`config.mk`:
```
export PLATFORM = sky130hd
export DESIGN_NAME = frame_config_loader
export DESIGN_NICKNAME = d
export VERILOG_FILES = /design/src/rtl/frame_config_pkg.sv /design/src/rtl/frame_strobe_decoder.sv /design/src/rtl/frame_config_loader.sv
export SDC_FILE = /design/constraint.sdc
export NUM_CORES = 1
export LEC_CHECK = 0
export CORE_AREA = 2 2 349 351
export DETAILED_ROUTE_END_ITERATION = 8
export DIE_AREA = 0 0 351 353
export SETUP_SLACK_MARGIN = 0.2
export SKIP_LAST_GASP = 1
export SLEW_MARGIN = 10
export SYNTH_ARGS = -nofsm -noshare
export SYNTH_HDL_FRONTEND = slang
export SYNTH_SLANG_ARGS = --single-unit
```
`constraint.sdc`:
```
create_clock -name CLK -period 66.1 [get_ports CLK]
set_clock_uncertainty 0.05 [all_clocks]
set_input_delay 19.83 -clock CLK [delete_from_list [all_inputs] [get_ports CLK]]
set_output_delay 19.83 -clock CLK [all_outputs]
set_load 0.05 [all_outputs]
```
`src/rtl/frame_config_pkg.sv`:
```
// rtl/frame_config_pkg.sv - shared constants and state type for the frame configuration loader
package frame_config_pkg;

    localparam logic [31:0] SYNC_WORD = 32'hFAB0_FAB1;

    localparam logic [3:0] OP_DESYNC = 4'h0;
    localparam logic [3:0] OP_WRITE  = 4'h1;

    localparam int HDR_OP_MSB    = 31;
    localparam int HDR_OP_LSB    = 28;
    localparam int HDR_COL_MSB   = 27;
    localparam int HDR_COL_LSB   = 20;
    localparam int HDR_FRAME_MSB = 19;
    localparam int HDR_FRAME_LSB = 12;

    typedef enum logic [2:0] {
        UNSYNC,
        HEADER,
        DATA,
        CHECK,
        STROBE
    } state_e;

endpackage

```
`src/rtl/frame_strobe_decoder.sv`:
```
// rtl/frame_strobe_decoder.sv - one-hot FrameStrobe decode from (column, frame, fire)
// Out-of-range addresses decode to all-zero so the output is never more than one-hot.
module frame_strobe_decoder #(
    parameter int NUM_COLUMNS        = 16,
    parameter int MAX_FRAMES_PER_COL = 20
) (
    input  logic [7:0]                                column_i,
    input  logic [7:0]                                frame_i,
    input  logic                                      fire_i,
    output logic [NUM_COLUMNS*MAX_FRAMES_PER_COL-1:0] strobe_o
);

    localparam int NUM_STROBES = NUM_COLUMNS * MAX_FRAMES_PER_COL;

    logic in_range;
    int   sel_idx;

    assign in_range = (int'(column_i) < NUM_COLUMNS) && (int'(frame_i) < MAX_FRAMES_PER_COL);
    assign sel_idx  = int'(column_i) * MAX_FRAMES_PER_COL + int'(frame_i);

    always_comb begin
        strobe_o = '0;
        for (int i = 0; i < NUM_STROBES; i++) begin
            strobe_o[i] = fire_i && in_range && (i == sel_idx);
        end
    end

endmodule

```
`src/rtl/frame_config_loader.sv`:
```
// rtl/frame_config_loader.sv - parses sync/header/data words and drives FrameData/FrameStrobe
// Optional per-frame XOR checksum word enabled by defining FRAME_CONFIG_CHECKSUM_EN.
module frame_config_loader
    import frame_config_pkg::*;
#(
    parameter int NUM_ROWS           = 16,
    parameter int NUM_COLUMNS        = 16,
    parameter int MAX_FRAMES_PER_COL = 20
) (
    input  logic                                      CLK,
    input  logic                                      RESET,
    input  logic [31:0]                               s_data,
    input  logic                                      s_valid,
    output logic                                      s_ready,
    output logic [NUM_ROWS*32-1:0]                    FrameData,
    output logic [NUM_COLUMNS*MAX_FRAMES_PER_COL-1:0] FrameStrobe,
    output logic                                      synced,
    output logic                                      error,
    output logic [15:0]                               frames_written
);

    localparam int ROW_W = (NUM_ROWS > 1) ? $clog2(NUM_ROWS) : 1;
    localparam logic [ROW_W-1:0] LAST_ROW = ROW_W'(NUM_ROWS - 1);

    state_e                 state_q, state_d;
    logic [7:0]             col_q, col_d;
    logic [7:0]             frame_q, frame_d;
    logic [ROW_W-1:0]       row_q, row_d;
    logic                   addr_bad_q, addr_bad_d;
    logic [NUM_ROWS*32-1:0] data_q, data_d;
    logic                   synced_q, synced_d;
    logic                   error_q, error_d;
    logic [15:0]            count_q, count_d;
`ifdef FRAME_CONFIG_CHECKSUM_EN
    logic [31:0]            csum_q, csum_d;
`endif

    logic       accept;
    logic [3:0] hdr_op;
    logic [7:0] hdr_col;
    logic [7:0] hdr_frame;
    logic       hdr_bad;

    assign s_ready   = !RESET && (state_q != STROBE);
    assign accept    = s_valid && s_ready;
    assign hdr_op    = s_data[HDR_OP_MSB:HDR_OP_LSB];
    assign hdr_col   = s_data[HDR_COL_MSB:HDR_COL_LSB];
    assign hdr_frame = s_data[HDR_FRAME_MSB:HDR_FRAME_LSB];
    assign hdr_bad   = (int'(hdr_col) >= NUM_COLUMNS) || (int'(hdr_frame) >= MAX_FRAMES_PER_COL);

    always_ff @(posedge CLK or posedge RESET) begin
        if (RESET) begin
            state_q    <= UNSYNC;
            col_q      <= '0;
            frame_q    <= '0;
            row_q      <= '0;
            addr_bad_q <= 1'b0;
            data_q     <= '0;
            synced_q   <= 1'b0;
            error_q    <= 1'b0;
            count_q    <= '0;
`ifdef FRAME_CONFIG_CHECKSUM_EN
            csum_q     <= '0;
`endif
        end else begin
            state_q    <= state_d;
            col_q      <= col_d;
            frame_q    <= frame_d;
            row_q      <= row_d;
            addr_bad_q <= addr_bad_d;
            data_q     <= data_d;
            synced_q   <= synced_d;
            error_q    <= error_d;
            count_q    <= count_d;
`ifdef FRAME_CONFIG_CHECKSUM_EN
            csum_q     <= csum_d;
`endif
        end
    end

    always_comb begin
        state_d    = state_q;
        col_d      = col_q;
        frame_d    = frame_q;
        row_d      = row_q;
        addr_bad_d = addr_bad_q;
        data_d     = data_q;
        synced_d   = synced_q;
        error_d    = error_q;
        count_d    = count_q;
`ifdef FRAME_CONFIG_CHECKSUM_EN
        csum_d     = csum_q;
`endif
        case (state_q)
            UNSYNC: begin
                if (accept && (s_data == SYNC_WORD)) begin
                    state_d  = HEADER;
                    synced_d = 1'b1;
                    error_d  = 1'b0;
                    count_d  = '0;
                end
            end
            HEADER: begin
                if (accept) begin
                    if (s_data == SYNC_WORD) begin
                        error_d = 1'b0;
                    end else if (hdr_op == OP_WRITE) begin
                        col_d      = hdr_col;
                        frame_d    = hdr_frame;
                        row_d      = '0;
                        addr_bad_d = hdr_bad;
                        if (hdr_bad) begin
                            error_d = 1'b1;
                        end
`ifdef FRAME_CONFIG_CHECKSUM_EN
                        csum_d     = '0;
`endif
                        state_d    = DATA;
                    end else if (hdr_op == OP_DESYNC) begin
                        state_d  = UNSYNC;
                        synced_d = 1'b0;
                    end else begin
                        error_d = 1'b1;
                    end
                end
            end
            DATA: begin
                if (accept) begin
                    for (int r = 0; r < NUM_ROWS; r++) begin
                        if (row_q == ROW_W'(r)) begin
                            data_d[r*32 +: 32] = s_data;
                        end
                    end
`ifdef FRAME_CONFIG_CHECKSUM_EN
                    csum_d = csum_q ^ s_data;
                    if (row_q == LAST_ROW) begin
                        state_d = CHECK;
                    end else begin
                        row_d = row_q + ROW_W'(1);
                    end
`else
                    // A bad address still swallows its data words but never strobes.
                    if (row_q == LAST_ROW) begin
                        state_d = addr_bad_q ? HEADER : STROBE;
                    end else begin
                        row_d = row_q + ROW_W'(1);
                    end
`endif
                end
            end
`ifdef FRAME_CONFIG_CHECKSUM_EN
            CHECK: begin
                if (accept) begin
                    if (s_data != csum_q) begin
                        error_d = 1'b1;
                        state_d = HEADER;
                    end else begin
                        state_d = addr_bad_q ? HEADER : STROBE;
                    end
                end
            end
`endif
            STROBE: begin
                state_d = HEADER;
                if (count_q != 16'hFFFF) begin
                    count_d = count_q + 16'd1;
                end
            end
            default: state_d = UNSYNC;
        endcase
    end

    frame_strobe_decoder #(
        .NUM_COLUMNS        (NUM_COLUMNS),
        .MAX_FRAMES_PER_COL (MAX_FRAMES_PER_COL)
    ) u_strobe_decoder (
        .column_i (col_q),
        .frame_i  (frame_q),
        .fire_i   (state_q == STROBE),
        .strobe_o (FrameStrobe)
    );

    assign FrameData      = data_q;
    assign synced         = synced_q;
    assign error          = error_q;
    assign frames_written = count_q;

endmodule
```
* After elaboration in Yosys (flattened, before gate mapping)
Index checks and enable logic that the tools add are counted.
Storage, ports and cells: register bits after elaboration 554, latch bits 0, bits in writable memories 0, bits in read-only memories 0, bits of input ports 35, output and inout bits 851, word-level logic and storage cells 774, memories kept 0
Cells by class: add/sub/neg operators 3, multipliers 1, divide/modulo/power cells 0, $lt $le $gt $ge 4, eq/ne operators 354, shifts and indexed selects 0, muxes and demuxes 31, bitwise logic cells 1, reductions and logical operators 356
Operator list (count):
- == test 9 x 32 -> 1 bit (first input constant) | 128
- == test 10 x 32 -> 1 bit (first input constant) | 64
- == test 8 x 32 -> 1 bit (first input constant) | 64
- == test 7 x 32 -> 1 bit (first input constant) | 32
- == test 6 x 32 -> 1 bit (first input constant) | 16
- logical AND 1 bit | 325
- == test 5 x 32 -> 1 bit (first input constant) | 8
- == test 4 x 32 -> 1 bit (first input constant) | 4
- == test 3 x 32 -> 1 bit (first input constant) | 2
- AND reduction 3 bit | 17
- adder 32 x 9 -> 32 bit | 1
- == test 2 x 32 -> 1 bit (first input constant) | 1
- == test 32 bit (second input constant) | 1
- == test 4 bit (second input constant) | 8
- logical NOT 32 bit | 1
- 2-to-1 mux 16 bit | 2
- one-hot mux 16 bit (2 select lines) | 1
- 2-to-1 mux 3 bit | 8
- 2-to-1 mux 4 bit | 5
- inequality test 2 bit (second input constant) | 10
- AND reduction 6 bit | 3
- adder 16 x 1 -> 16 bit (second input constant) | 1
- == test 4 x 3 -> 1 bit (second input constant) | 4
- >= comparator 8 x 5 -> 1 bit (second input constant) | 2
- 23 further kinds | 42

* Logic depth before layout (Yosys ltp)
Gate-level depths: netlist (run 1).
word-level depth 7, gate-level depth with buffers 15, gate-level depth less buffers 12

* Cells and area by module
Synthesis (run 1) repeated with hierarchy kept, for this count alone.
Unflattened totals: cells, all modules 1994, area, all modules 26440.4 µm²
Modules (own cells, without submodules):
- frame_config_loader | instances 1, cells an instance 1374, area an instance 21540.7 µm², sequential area each 13863.3 µm²
- frame_strobe_decoder | instances 1, cells an instance 620, area an instance 4899.7 µm², sequential area each 0.0 µm²

* Worst setup path after synthesis (run 1)
OpenSTA, ideal clock, no wires.
kind input to output, start input port RESET, end output port s_ready, arrival 20.513 ns, required time 46.220 ns, path slack 25.707 ns, cell stages on the path 1, buffers on the path 0, cell sequence nor2_1
On the way: cells in the longest elaborated chain, start to end 2
Ends and longest elaborated chain:
- start, declared | line frame_config_loader.sv:11 | input logic RESET,
- logical NOT 1 bit (no source line)
- logical AND 1 bit | line frame_config_loader.sv:44 | assign s_ready = !RESET && (state_q != STROBE);
- end, declared | line frame_config_loader.sv:14 | output logic s_ready,
Every way passes these cells.

* Worst setup path in the final report (run 1)
Same ends and word-level chain as after synthesis.

==> metrics.csv, run 1 <==
metric,value,unit
Max Clk Rate,0.0239,GHz
WS Path Type,in -> out,
number of port buffers,885,
GRT Resource Usage Total,18.2,%
initial drt markers,1207,
vias in the first global route,19500,
maxcap violations,0,
Final Cycle Share,63.4,%
Initial Util,20.3,%
clock sink total,554,
CTS Hold Bufs,0,
CP max stage cell,clkdlybuf4s50_1,
Setup-failing EPs final,0,
first-pass GRT wire length,159,mm
sequential element share of the synthesized area,56.7,%
switching share of power,46.3,%
Hold Path Class,reg -> reg,
internal power,0.000974,W
post-cts sizing count,0,
max-slew violations,0,
leakage,15.4,nW
R2R setup slack,62580,ps
Final Net Count,2851,
crit path time final,41920,ps
syn nets,2003,
area of the mapped netlist,24500,µm²
crit-path max FO,4,
outcome,"finished, final reports clean",
initial antenna violation count,13,
via count,19900,
endpoints failing hold,0,
Comb power frac,50.2,%
"flops & latches, synth",554,
setup bufs post-CTS,0,
sequential share of power,29.1,%
critical path data required time,46220,ps
crit path launch type,primary input,
# DRC,0,
CTS Buf Count,68,
Vias/cell,4.44,
CP peak stage delay,940,ps
YS warnings,0,
WL final,117,mm
CP Capture Type,output pin,
Core ar.,121000,µm²
"Critical Path, Cell by Cell",clkdlybuf4s50_1 -> nor2_1 -> clkdlybuf4s50_1,
clock latency on the worst-skew pair,620,ps
die area,124000,µm²
Initial DRT Pass Iterations,5,
fraction of layout cells with a size suffix above 1,23.4,%
Fin Setup TNS,0,ps
dpl hpwl,82.5,mm
"EDFF count, synth",0,
io pins,886,
ys flop type,dfrtp_1,
level count of the clock H-tree,3,
largest net degree at the start of global routing,150,
pwr dens,48.4,nW/µm²
clock network power share,20.7,%
Worst-Margin Slew,1070,ps
Setup WS post-layout,24180,ps
arrival time worst endpoint,22040,ps
Row Count,128,
Root Buffer,clkbuf_16,
Placer Congestion,0.872,
syn_area_per_cell,12.6,µm²
wire per inst,26.1,µm
RSZ-0062 raised after global routing,no,
Post-Place Setup Slack,24160,ps
library cells used by synthesis,62,
Die X,351,µm
Max rail drop VDD,0.0000297,V
Filler cells,12300,
Rel. slew slack,28.6,%
Crit path max-delay family,buffers and inverters,
worst path bufs/invs,2,
post-synthesis cell count,1943,
Synth-to-Final Area Change,53.3,%
hold slack,434,ps
Chip Height,353,µm
grt ovf,0,
clock slew at reported path FFs,60,ps
Final Util,31.1,%
Antenna Nets Post-Route,0,
Clock Path Buffers,3,
fraction of synthesis flops using an asynchronous set or reset pin,100,%
CTS tree,done,
cell mode on critical path,clkdlybuf4s50_1,
net load switching power,0.000841,W
synth_stat cells, types with 2 or more instances:
master,number,share of area [%]
o21ai_0,20,0.41
a31oi_1,2,0.051
and2_1,2,0.051
nand4_1,18,0.46
dfrtp_1,554,57
buf_1,3,0.046
nor4_1,8,0.20
nand4bb_1,2,0.092
nand4b_1,4,0.14
nor3_1,323,6.6
a211oi_1,4,0.12
and3_1,2,0.051
nor2b_1,7,0.18
nor3b_2,2,0.10
or2_1,2,0.051
nor2_1,51,0.78
a21oi_1,15,0.31
a2111oi_1,2,0.082
nor3b_1,4,0.12
o31ai_1,6,0.18
nand2_1,66,1.0
xor2_1,4,0.14
a21o_1,5,0.15
nor3_2,2,0.082
a41oi_1,2,0.072
nor2_2,2,0.051
and4_1,3,0.11
or3b_1,2,0.072
nand3_1,41,0.84
clkbuf_1,97,1.5
mux2_1,87,4.0
or2_2,4,0.10
nand2b_1,6,0.15
or3_1,8,0.20
mux2_2,442,20
ha_1,23,1.2
o211ai_1,2,0.061
fa_1,2,0.16
xnor2_1,15,0.54
buf_2,66,1.4
inv_1,12,0.18
cells in the final DEF (no fill, tap or decap), types with 4 or more instances in the layout:
cell and count:
a211oi_1 4, clkinvlp_4 4, ha_1 23, clkbuf_1 16
diode_2 9, clkdlybuf4s50_1 869, nand3_1 35, mux2_1 87
nand2_1 66, clkbuf_8 12, clkinv_2 11, or2_2 5
o21ai_0 20, nand4b_1 4, a21oi_1 15, xnor2_1 15
or3_1 8, mux2_2 442, nor3b_1 4, o31ai_1 6
inv_1 11, dfrtp_1 554, nor4_1 8, nor2_1 39
clkinv_16 4, nand4_1 18, nor2_4 11, a21o_1 5
nor3_1 323, buf_4 59, clkbuf_16 68, nand2b_1 6
nor2b_1 4, buf_2 16
kinds of logic (layout without fill, tap and decap cells):
logic type / after synthesis / after routing / share of synthesized area (%)
XOR/XNOR: 20 / 20 / 0.772
buffers and inverters: 178 / 1079 / 3.07
AO/OA/AOI/OAI: 70 / 70 / 1.88
multiplexers: 529 / 529 / 24.4
adder cells (fa/ha/maj): 25 / 25 / 1.34
other: 0 / 9 / 0
flip-flops: 554 / 554 / 56.7
AND/OR/NAND/NOR: 567 / 567 / 11.9
cell type report:
cell class              count  area (µm²)  share of cell area, %
repair buffers            944        9220                   24.6
diodes                      9        22.5                 0.0601
well taps                1625        2030                   5.42
multi-input cells        1211       10000                   26.7
inverters                  12        52.6                  0.140
clock buffers              96        1930                   5.14
flip-flops and latches    554       13900                   37.0
clock inverters            27         358                  0.954
layer usage:
metal | vias up | GRT usage [%] | wire (µm)
met5 | - | 0 | 13
met4 | 2 | 6.18 | 3900
met3 | 166 | 4.72 | 8270
met2 | 840 | 31.9 | 58700
met1 | 10200 | 21.4 | 46000
li1 | 8673 | - | -
stage by stage:
step                      instances  total power, W  cell area, µm²
after floorplan                1943         0.00111           24500
after global placement         4346         0.00144           35200
after detailed placement       4346         0.00145           35200
after CTS                      4469         0.00183           37500
after global routing           4470         0.00189           37500
final                          4478         0.00181           37500
power by group through the flow:
stage	combinational (W)	clock, W	sequential [W]
2_1_floorplan	0.000164	0	0.000948
3_3_place_gp	0.000913	0	0.000525
3_5_place_dp	0.000916	0	0.000532
4_1_cts	0.000917	0.000388	0.000528
5_1_grt	0.000940	0.000402	0.000544
6_report	0.000910	0.000376	0.000528
registers in the layout (all words and copies together), names as in the netlist:
register / flops
frames_written: 16
row_q: 4
error: 1
frame_q: 8
col_q: 8
state_q: 3
synced: 1
addr_bad_q: 1
FrameData: 512
final timing paths:
check / from / endpoint / depth (start not counted)
max in group asynchronous: RESET / FrameData[411]$_DFFE_PP0P_ / 5
worst min register to register: FrameData[79]$_DFFE_PP0P_ / FrameData[79]$_DFFE_PP0P_ / 1
worst max register to register: state_q[2]$_DFFE_PP0P_ / FrameData[221]$_DFFE_PP0P_ / 6
worst max-delay path: RESET / s_ready / 3
worst min-delay path: FrameData[79]$_DFFE_PP0P_ / FrameData[79]$_DFFE_PP0P_ / 1
min in group asynchronous: RESET / FrameData[43]$_DFFE_PP0P_ / 2
No activity file was read; power rests on OpenSTA's default activity.
==> inputs of run 2 (changes only) <==
==> constraint.sdc (replaced) <==
create_clock -name CLK -period 42.8 [get_ports CLK]
set_clock_uncertainty 0.05 [all_clocks]
set_input_delay 12.84 -clock CLK [delete_from_list [all_inputs] [get_ports CLK]]
set_output_delay 12.84 -clock CLK [all_outputs]
set_load 0.05 [all_outputs]
==> run 2 against run 1 <==
Cell area down 0.32%. Setup slack worse by 9200 ps. Die area unchanged. Cell count down 0.45%. Sequential power up 54%. Largest cell class unchanged. Highest routed layer unchanged.
==> metrics.csv, run 2 (synthesis gave the netlist of run 1 again) <==
metric,value,unit,change
clock latency on the worst-skew pair,630,ps,was 620 ps
critical path data required time,29910,ps,was 46220 ps
level count of the clock H-tree,3,,unchanged
clock slew at reported path FFs,60,ps,about the same
Placer Congestion,0.877,,was 0.872
sequential share of power,29.1,%,about the same
Chip Height,353,µm,unchanged
CTS Buf Count,66,,was 68
endpoints failing hold,0,,unchanged
fraction of layout cells with a size suffix above 1,23.3,%,was 23.4%
Row Count,128,,unchanged
# DRC,0,,unchanged
max-slew violations,0,,unchanged
Worst-Margin Slew,1110,ps,was 1070 ps
Final Net Count,2846,,was 2851
Die X,351,µm,unchanged
Synth-to-Final Area Change,52.8,%,was 53.3%
Final Util,31.0,%,was 31.1%
GRT Resource Usage Total,18.2,%,about the same
Initial DRT Pass Iterations,5,,unchanged
Initial Util,20.3,%,unchanged
leakage,15.4,nW,about the same
CTS tree,done,,unchanged
initial drt markers,1229,,was 1207
crit path time final,27790,ps,
"commonest non-fill, non-tap cells in the layout","clkdlybuf4s50_1 (869), dfrtp_1 (554), mux2_2 (442)",,unchanged
RSZ-0062 raised after global routing,no,,unchanged
Max Clk Rate,0.0360,GHz,
first-pass GRT wire length,159,mm,about the same
io pins,886,,unchanged
WS Path Type,in -> out,,unchanged
Setup-failing EPs final,0,,unchanged
dpl hpwl,82.4,mm,was 82.5 mm
Hold Path Class,reg -> reg,,unchanged
Max rail drop VDD,0.0000551,V,was 0.0000297 V
crit-path max FO,4,,unchanged
wire per inst,26.1,µm,about the same
"commonest non-fill, non-tap cell in the layout",clkdlybuf4s50_1,,unchanged
CP max stage cell,clkdlybuf4s50_1,,unchanged
via count,19800,,was 19900
max FFs per register,512,,unchanged
clock network power share,20.6,%,was 20.7%
outcome,"finished, final reports clean",,unchanged
setup bufs post-CTS,0,,unchanged
Final Cycle Share,64.9,%,
arrival time worst endpoint,14900,ps,was 22040 ps
internal power,0.00150,W,was 0.000974 W
Antenna Nets Post-Route,0,,unchanged
"Critical Path, Cell by Cell",clkdlybuf4s50_1 -> nor2_1 -> clkdlybuf4s50_1,,unchanged
net load switching power,0.00130,W,was 0.000841 W
crit path launch type,primary input,,unchanged
Core ar.,121000,µm²,unchanged
switching share of power,46.4,%,was 46.3%
clock sink total,554,,unchanged
Root Buffer,clkbuf_16,,unchanged
maxcap violations,0,,unchanged
WL final,116,mm,was 117 mm
CP Capture Type,output pin,,unchanged
initial antenna violation count,17,,was 13
pwr dens,74.9,nW/µm²,was 48.4 nW/µm²
Clock Path Buffers,3,,unchanged
cell mode on critical path,clkdlybuf4s50_1,,unchanged
grt ovf,0,,unchanged
number of antenna cells inserted,0,,was 9
CTS Hold Bufs,0,,unchanged
Comb power frac,50.3,%,was 50.2%
CP peak stage delay,950,ps,was 940 ps
vias in the first global route,19400,,was 19500
number of port buffers,885,,unchanged
Rel. slew slack,25.6,%,was 28.6%
die area,124000,µm²,unchanged
largest net degree at the start of global routing,131,,was 150
Fin Setup TNS,0,ps,unchanged
post-cts sizing count,0,,unchanged
Vias/cell,4.44,,about the same
## run 2: power groups by stage
| stage | Sequential (W) | Combinational (W) | Clock (W) |
|---|---|---|---|
| floorplan | 0.00146 | 0.000254 | 0 |
| global placement | 0.000811 | 0.00141 | 0 |
| detailed placement | 0.000822 | 0.00141 | 0 |
| CTS | 0.000815 | 0.00142 | 0.000594 |
| global route | 0.000839 | 0.00145 | 0.000614 |
| finish | 0.000815 | 0.00141 | 0.000576 |
## run 2: final timing paths
check | slack (ps) | startpoint | cells past startpoint | end
max | 15010 | RESET | 3 | s_ready
min reg2reg | 420 | addr_bad_q$_DFFE_PP0P_ | 1 | state_q[2]$_DFFE_PP0P_
min in group asynchronous | 13100 | RESET | 2 | frames_written[5]$_DFFE_PP0P_
min | 420 | addr_bad_q$_DFFE_PP0P_ | 1 | state_q[2]$_DFFE_PP0P_
max in group asynchronous | 26970 | RESET | 5 | FrameData[438]$_DFFE_PP0P_
max reg2reg | 39140 | state_q[2]$_DFFE_PP0P_ | 6 | FrameData[470]$_DFFE_PP0P_
## run 2: layer usage
metal	routed length (µm)	GRT usage [%]
met3	8710	4.98
met2	57400	31.6
met5	11	0
met1	45700	21.2
met4	4520	6.72
## run 2: critical path, delay by kind of cell
family / cells / cell delay (ps)
buffers and inverters: 2 / 1630
AND/OR/NAND/NOR: 1 / 420
## run 2: final cells by class
type                            instances  area (µm²)
Fill cell                           12300       83200
Sequential cell                       554       13900
Multi-Input combinational cell       1211       10000
Timing Repair Buffer                  941        9210
Tap cell                             1625        2030
Clock buffer                           92        1900
Clock inverter                         23         295
Inverter                               12        52.6
## run 2: stage by stage
step                power (W)  cells  area (µm²)  setup slack, ps  hold slack (ps)
floorplan             0.00172   1943       24500            14420              381
global placement      0.00222   4343       35200            14910              413
detailed placement    0.00224   4343       35200            14920              410
CTS                   0.00283   4458       37400            14910              423
global route          0.00290   4458       37400            14860              449
finish                0.00280   4458       37400            15010              422
